===== src/rtl/lram_fb_arbiter.sv =====
// Arbiter sharing the lram_fb frame buffer between round-robin write and read requesters.
// Define LRAM_FB_ARBITER_CLEAR_EN to zero-fill words 0..DEPTH-1 before entering RUN.
module lram_fb_arbiter #(
    parameter int NUM_WR    = 2,
    parameter int NUM_RD    = 2,
    parameter int ADDR_W    = 16,
    parameter int DATA_W    = 32,
    parameter int DEPTH     = 65536,
    parameter int MAX_OUTST = 4
) (
    input  logic                     clk,
    input  logic                     reset_n,
    input  logic [NUM_WR-1:0]        wr_req_i,
    input  logic [NUM_WR*ADDR_W-1:0] wr_addr_i,
    input  logic [NUM_WR*DATA_W-1:0] wr_data_i,
    input  logic [NUM_WR*4-1:0]      wr_ben_i,
    output logic [NUM_WR-1:0]        wr_gnt_o,
    input  logic [NUM_RD-1:0]        rd_req_i,
    input  logic [NUM_RD*ADDR_W-1:0] rd_addr_i,
    output logic [NUM_RD-1:0]        rd_gnt_o,
    output logic [DATA_W-1:0]        rd_data_o,
    output logic [NUM_RD-1:0]        rd_valid_o,
    output logic                     ready_o,
    output logic                     err_o,
    input  logic                     lram_ready_i,
    output logic                     lram_wr_en_o,
    output logic [ADDR_W-1:0]        lram_wr_addr_o,
    output logic [DATA_W-1:0]        lram_wr_data_o,
    output logic [3:0]               lram_ben_o,
    output logic                     lram_rd_en_o,
    output logic [ADDR_W-1:0]        lram_rd_addr_o,
    input  logic [DATA_W-1:0]        lram_rd_data_i,
    input  logic                     lram_rd_valid_i
);
    localparam int WP_W  = (NUM_WR > 1) ? $clog2(NUM_WR) : 1;
    localparam int RP_W  = (NUM_RD > 1) ? $clog2(NUM_RD) : 1;
    localparam int FP_W  = (MAX_OUTST > 1) ? $clog2(MAX_OUTST) : 1;
    localparam int CNT_W = FP_W + 1;

    typedef enum logic [1:0] {ST_INIT, ST_CLEAR, ST_RUN} state_e;

    state_e state_q, state_d;
    logic [WP_W-1:0]   wr_ptr_q;
    logic [RP_W-1:0]   rd_ptr_q;
    logic              ready_q, err_q;
    logic              wr_en_q, rd_en_q;
    logic [ADDR_W-1:0] wr_addr_q, rd_addr_q;
    logic [DATA_W-1:0] wr_data_q, rd_data_q;
    logic [3:0]        wr_ben_q;
    logic [NUM_RD-1:0] rd_valid_q;
    logic [RP_W-1:0]   tag_mem_q [MAX_OUTST];
    logic [FP_W-1:0]   tag_wptr_q, tag_rptr_q;
    logic [CNT_W-1:0]  tag_cnt_q;
`ifdef LRAM_FB_ARBITER_CLEAR_EN
    logic [ADDR_W:0]   clr_cnt_q;
`endif

    logic              wr_hit, rd_hit, rd_go, tag_full, tag_empty, tag_pop;
    logic [WP_W-1:0]   wr_idx;
    logic [RP_W-1:0]   rd_idx;

    always_comb begin
        state_d = state_q;
        case (state_q)
            ST_INIT: begin
                if (lram_ready_i) begin
`ifdef LRAM_FB_ARBITER_CLEAR_EN
                    state_d = ST_CLEAR;
`else
                    state_d = ST_RUN;
`endif
                end
            end
            ST_CLEAR: begin
`ifdef LRAM_FB_ARBITER_CLEAR_EN
                // One idle cycle after the last clear write so ready_o trails it.
                if (int'(clr_cnt_q) >= DEPTH) state_d = ST_RUN;
`else
                state_d = ST_RUN;
`endif
            end
            ST_RUN:  state_d = ST_RUN;
            default: state_d = ST_INIT;
        endcase
    end

    always_comb begin
        wr_hit = 1'b0;
        wr_idx = '0;
        rd_hit = 1'b0;
        rd_idx = '0;
        if (state_q == ST_RUN) begin
            for (int i = 0; i < NUM_WR; i++) begin
                if (!wr_hit && wr_req_i[(int'(wr_ptr_q) + i) % NUM_WR]) begin
                    wr_hit = 1'b1;
                    wr_idx = WP_W'((int'(wr_ptr_q) + i) % NUM_WR);
                end
            end
            for (int i = 0; i < NUM_RD; i++) begin
                if (!rd_hit && rd_req_i[(int'(rd_ptr_q) + i) % NUM_RD]) begin
                    rd_hit = 1'b1;
                    rd_idx = RP_W'((int'(rd_ptr_q) + i) % NUM_RD);
                end
            end
        end
    end

    assign tag_full  = (tag_cnt_q == CNT_W'(MAX_OUTST));
    assign tag_empty = (tag_cnt_q == '0);
    assign rd_go     = rd_hit && !tag_full;
    assign tag_pop   = lram_rd_valid_i && !tag_empty;

    always_comb begin
        wr_gnt_o = '0;
        rd_gnt_o = '0;
        if (wr_hit) wr_gnt_o[wr_idx] = 1'b1;
        if (rd_go)  rd_gnt_o[rd_idx] = 1'b1;
    end

    always_ff @(posedge clk or negedge reset_n) begin
        if (!reset_n) begin
            state_q   <= ST_INIT;
            ready_q   <= 1'b0;
            wr_ptr_q  <= '0;
            wr_en_q   <= 1'b0;
            wr_addr_q <= '0;
            wr_data_q <= '0;
            wr_ben_q  <= '0;
`ifdef LRAM_FB_ARBITER_CLEAR_EN
            clr_cnt_q <= '0;
`endif
        end else begin
            state_q <= state_d;
            ready_q <= (state_d == ST_RUN);
            wr_en_q <= 1'b0;
            if (wr_hit) begin
                wr_en_q   <= 1'b1;
                wr_addr_q <= wr_addr_i[wr_idx*ADDR_W +: ADDR_W];
                wr_data_q <= wr_data_i[wr_idx*DATA_W +: DATA_W];
                wr_ben_q  <= wr_ben_i[wr_idx*4 +: 4];
                wr_ptr_q  <= (int'(wr_idx) == NUM_WR - 1) ? '0 : wr_idx + 1'b1;
            end
`ifdef LRAM_FB_ARBITER_CLEAR_EN
            if (state_q == ST_CLEAR && int'(clr_cnt_q) < DEPTH) begin
                wr_en_q   <= 1'b1;
                wr_addr_q <= clr_cnt_q[ADDR_W-1:0];
                wr_data_q <= '0;
                wr_ben_q  <= 4'hF;
                clr_cnt_q <= clr_cnt_q + 1'b1;
            end
`endif
        end
    end

    always_ff @(posedge clk) begin
        if (rd_go) tag_mem_q[tag_wptr_q] <= rd_idx;
    end

    always_ff @(posedge clk or negedge reset_n) begin
        if (!reset_n) begin
            rd_ptr_q   <= '0;
            rd_en_q    <= 1'b0;
            rd_addr_q  <= '0;
            tag_wptr_q <= '0;
            tag_rptr_q <= '0;
            tag_cnt_q  <= '0;
            rd_valid_q <= '0;
            rd_data_q  <= '0;
            err_q      <= 1'b0;
        end else begin
            rd_en_q    <= rd_go;
            rd_valid_q <= '0;
            if (rd_go) begin
                rd_addr_q  <= rd_addr_i[rd_idx*ADDR_W +: ADDR_W];
                rd_ptr_q   <= (int'(rd_idx) == NUM_RD - 1) ? '0 : rd_idx + 1'b1;
                tag_wptr_q <= (int'(tag_wptr_q) == MAX_OUTST - 1) ? '0 : tag_wptr_q + 1'b1;
            end
            if (tag_pop) begin
                rd_valid_q[tag_mem_q[tag_rptr_q]] <= 1'b1;
                rd_data_q  <= lram_rd_data_i;
                tag_rptr_q <= (int'(tag_rptr_q) == MAX_OUTST - 1) ? '0 : tag_rptr_q + 1'b1;
            end
            if (rd_go && !tag_pop)      tag_cnt_q <= tag_cnt_q + 1'b1;
            else if (!rd_go && tag_pop) tag_cnt_q <= tag_cnt_q - 1'b1;
            // A return with nothing outstanding cannot be routed; flag it until reset.
            if (lram_rd_valid_i && tag_empty) err_q <= 1'b1;
        end
    end

    assign ready_o        = ready_q;
    assign err_o          = err_q;
    assign lram_wr_en_o   = wr_en_q;
    assign lram_wr_addr_o = wr_addr_q;
    assign lram_wr_data_o = wr_data_q;
    assign lram_ben_o     = wr_ben_q;
    assign lram_rd_en_o   = rd_en_q;
    assign lram_rd_addr_o = rd_addr_q;
    assign rd_valid_o     = rd_valid_q;
    assign rd_data_o      = rd_data_q;
endmodule

===== config.mk =====
export PLATFORM = sky130hd
export DESIGN_NAME = lram_fb_arbiter
export DESIGN_NICKNAME = d
export VERILOG_FILES = /design/src/rtl/lram_fb_arbiter.sv
export SDC_FILE = /design/constraint.sdc
export NUM_CORES = 1
export LEC_CHECK = 0
export BUFFER_PORTS_ARGS = -buffer_cell sky130_fd_sc_hd__buf_4
export CAP_MARGIN = 0
export CELL_PAD_IN_SITES_DETAIL_PLACEMENT = 1
export CELL_PAD_IN_SITES_GLOBAL_PLACEMENT = 2
export CORE_ASPECT_RATIO = 1.25
export CORE_MARGIN = 2
export CORE_UTILIZATION = 27
export DETAILED_ROUTE_END_ITERATION = 10
export PLACE_DENSITY_LB_ADDON = 0.1
export SLEW_MARGIN = 20
export SYNTH_ARGS = -nofsm -noshare
export SYNTH_HDL_FRONTEND = slang
export SYNTH_SLANG_ARGS = --single-unit

===== constraint.sdc =====
create_clock -name clk -period 2.75 [get_ports clk]
set_input_delay 0.275 -clock clk [delete_from_list [all_inputs] [get_ports clk]]
set_output_delay 0.275 -clock clk [all_outputs]
set_load 0.03 [all_outputs]

==> results.txt <==
----------------------------------------------------
[Global route]
  Via count of the first global-routing pass ... roughly 5,500
  Pin count of the biggest net entering global routing ... around 110
  Global-route wire length before repair ... a little under 30,000 um
  Tot GR Track Use ... 0.170
  Antenna violations before repair ... 2
  Residual overflow from global routing ... 0

[Power]
  Peak supply drop ... 0.422 mV
  Total power divided by cell area ... 930 nW/um^2
  Leakage dissipation ... between 3 and 4 nW
  Net switching share of the total power ... 0.392
  Psw ... roughly 3.2 mW
  Clock Power Share ... 0.256
  Combinational share of power ... 0.412
  Cell Int Power ... 4.92 mW
  Sequential Power Share ... 0.333

[Run]
  Number of maximum-capacitance violations ... 0

[Drt]
  Routed length per placed instance ... around 17 um
  Initial DRC Count ... between 150 and 200
  ANT nets after route ... 0
  Total iterations of the first detailed-routing run ... 4
  Routed vias ... just over 5,000
  Drt total wl ... between 15,000 and 20,000 um
  Routed via count divided by cell count ... 4.77
  Post-detailed-route DRC marker count ... 0

[Logic synthesis]
  Most instantiated flip-flop cell in the synthesis netlist ... dfrtp_1
  Post-synth EDFFs ... 4
  Library cell occupying the most area in the post-synthesis netlist ... dfrtp_1
  Most common cell in the synthesized netlist ... dfrtp_1
  Post-synth top cells ... dfrtp_1, o21ai_0, a31oi_1
  Synthesized area ... between 5000 and 6000 sq um
  Top cell type's share of synthesized area ... 0.511
  Number of unique standard cell types used by synthesis ... 32
  Leading post-synthesis cells by cell area ... dfrtp_1, or3b_1, a31oi_1
  Average cell area after synthesis ... between 10 and 15 sq um
  Portion of the post-synthesis area used by sequential elements ... 0.532
  Number of nets produced by synthesis ... 721
  Synth async-reset ratio ... 0.967
  Synth warn ... 0
  Post-Synthesis Cells ... roughly 540
  Seq cells post-synth ... 121

[Critical path]
  Number of cells traversed by the worst register-to-register path ... 7
  Reg2reg setup slack ... between 200 and 300 ps
  Type of element launching the critical path ... flop
  WS Path Type ... flop to primary output
  Launch instance of the worst register-to-register path ... tag_cnt_q[0]
  Crit-path slowest cell ... nor2b_1
  Slowest stage delay, CP ... 710 ps
  Kind of capture point of the worst setup path ... primary output
  CP max FO ... 18
  Critical path arrival ... 2280 ps
  CP cell instances ... nor2b_1 -> buf_4 -> nor2_1 -> nor2_1 -> buf_4
  Reg2Reg Capture Point ... tag_cnt_q[1]
  Required time at the worst-slack endpoint ... 2480 ps

[Final layout]
  Reg area ... slightly above 3000 sq um
  Ratio of cells with drive above 1 in the final layout ... 0.480
  Number of nets at the end of the flow ... 988
  Combined area of the multi-input logic cells ... 2450 sq um
  Layout area overhead ... 51.9%
  FILL cells ... around 2,400

[Clocking]
  CTS H-tree depth ... 4
  Clk slew on worst S/H paths ... approximately 50 ps
  Clock Sinks ... roughly 120
  CTS max path bufs ... 2
  TritonCTS clock tree ... yes
  Number of clock buffers inserted by TritonCTS ... 17
  Cell at the root of the clock tree ... clkbuf_16
  Clock latency reported for the late side of the worst-skew pair ... roughly 420 ps

[Worst hold path]
  Hold WC Path Type ... primary input to flop
  Start point of the worst min-delay path ... lram_ready_i
  End point of the most critical hold path ... state_q[0]
  Worst hold path depth ... 2

[Floorplanning]
  Site Rows ... between 50 and 60
  Die height ... approximately 170 um
  Effective utilization at floorplan ... 0.275
  Number of ports placed on the die boundary ... ~290
  Total Die Area ... roughly 22,000 sq um
  Core outline area ... about 21,000 sq um
  Die boundary width ... approximately 130 um

[STA]
  Setup repair after global routing missed its margin ... false
  Hold Fails Final Rpt ... 0
  Clock period minus worst slack ... ~2600 ps
  Period utilization ... 0.930
  Maximum clock frequency ... about 390 MHz
  Headroom to the max-slew limit ... 0.385
  Final Skew ... around 9.4 ps
  Final hold slack ... 55.5 ps
  Actual transition at the worst max-transition pin ... between 900 and 1000 ps
  Setup violators final ... 0
  Sum Neg Setup Slack ... 0 ps
  Final count of pins violating max slew ... 0

[Placement]
  Port-buffer cells ... around 290
  Gpl congestion ... between 0.7 and 0.8
  Placed wire-length estimate ... ~14,000 um

[Status]
  Outcome ... finished clean

----------------------------------------------------
[sequential cells by signal, indices dropped and copies added (netlist names)]
signal	count
rd_ptr_q	1
state_q	2
lram_ben_o	4
tag_rptr_q	2
tag_cnt_q	3
lram_wr_en_o	1
lram_rd_en_o	1
rd_valid_o	2
wr_ptr_q	1
err_o	1
tag_mem_q	4
lram_rd_addr_o	16
ready_o	1
rd_data_o	32
tag_wptr_q	2
lram_wr_data_o	32
lram_wr_addr_o	16
[per-layer routing]
| metal | vias to the layer above | share of wire | track usage |
|---|---|---|---|
| met5 | - | 0 | 0 |
| met4 | 0 | 0.031 | 0.0696 |
| met3 | 34 | 0.072 | 0.0594 |
| met2 | 180 | 0.53 | 0.305 |
| met1 | 2512 | 0.36 | 0.180 |
| li1 | 2473 | - | - |
[area by class of cell]
| class | instances | share of cell area |
|---|---|---|
| antenna | 2 | 0.000575 |
| sequential | 121 | 0.350 |
| timing repair buffer | 298 | 0.262 |
| clock inverter | 13 | 0.0109 |
| multi-input combinational | 357 | 0.282 |
| clock buffer | 19 | 0.0521 |
| tap | 274 | 0.0394 |
| inverter | 7 | 0.00316 |
[cell usage in the layout, fill, tap and decap left out, types with 2 or more instances in the layout]
cell and instances:
and3_1 4, diode_2 2, dfrtp_1 117, clkinvlp_4 4, or3b_2 18, clkbuf_16 17, clkbuf_8 2, inv_6 3
nor2_1 60, ha_1 9, nand2_2 2, nor3_1 4, clkinv_4 2, clkinv_2 4, buf_12 3, xor2_1 2
inv_1 6, nor2b_1 4, buf_4 294, edfxtp_1 4, a31oi_1 68, or3b_1 50, mux2_2 35, o21ai_0 69
a21oi_1 19, nand2_1 2, a21o_1 2
[repair_timing]
| action | 4_1_cts | 5_1_grt |
|---|---|---|
| endpoints found under the setup margin | 0 | 1 |
| hold endpoints to repair | 20 | 0 |
| buffers inserted | 0 | 0 |
| resized for setup | 0 | 1 |
| hold buffers | 1 | 0 |
[power groups by stage]
stage / Clock, mW / Combinational [mW] / Sequential [mW]
after global placement: 0 / 3.32 / 2.69
final: 2.07 / 3.33 / 2.70
after CTS: 2.14 / 3.39 / 2.71
after detailed placement: 0 / 3.39 / 2.73
after global routing: 2.21 / 3.57 / 2.78
after floorplan: 0 / 1.12 / 3.60
[how the worst max path moves through the flow]
stage | from | endpoint | slack (ps) | cells after the start
2_1_floorplan | state_q[0] | tag_cnt_q[2] | 470 | 13
3_3_place_gp | state_q[0] | tag_cnt_q[2] | 280 | 11
3_5_place_dp | state_q[0] | tag_cnt_q[2] | 210 | 11
4_1_cts | state_q[0] | tag_cnt_q[2] | 160 | 11
5_1_grt | rd_ptr_q | rd_gnt_o[0] | 30 | 5
6_report | rd_ptr_q | rd_gnt_o[0] | 190 | 5
[through the flow]
step / setup slack [ps] / power [mW] / cells / area, sq um / util
floorplan: 467 / 4.72 / 535 / 5730 / -
global placement: 275 / 6.01 / 1056 / 8140 / 0.391
detailed placement: 205 / 6.12 / 1056 / 8140 / 0.391
CTS: 165 / 8.24 / 1089 / 8690 / 0.418
global route: 30.2 / 8.57 / 1090 / 8700 / 0.418
finish: 192 / 8.09 / 1091 / 8700 / 0.418
[critical path, delay by kind of cell (launching register included)]
kind / cells / cell delay [ps]
simple gates: 3 / 990
buf+inv: 2 / 510
flops: 1 / 370
[cell families after synthesis]
group,Yosys count,synth area share
AOI/OAI and AO/OA,161,0.158
and+or+nand+nor,146,0.163
DFF,121,0.532
buffers and inverters,57,0.0446
muxes,37,0.0754
adders and majority gates,10,0.0232
xor gates and xnor gates,3,0.00459
(Power assumes the default switching activity.)
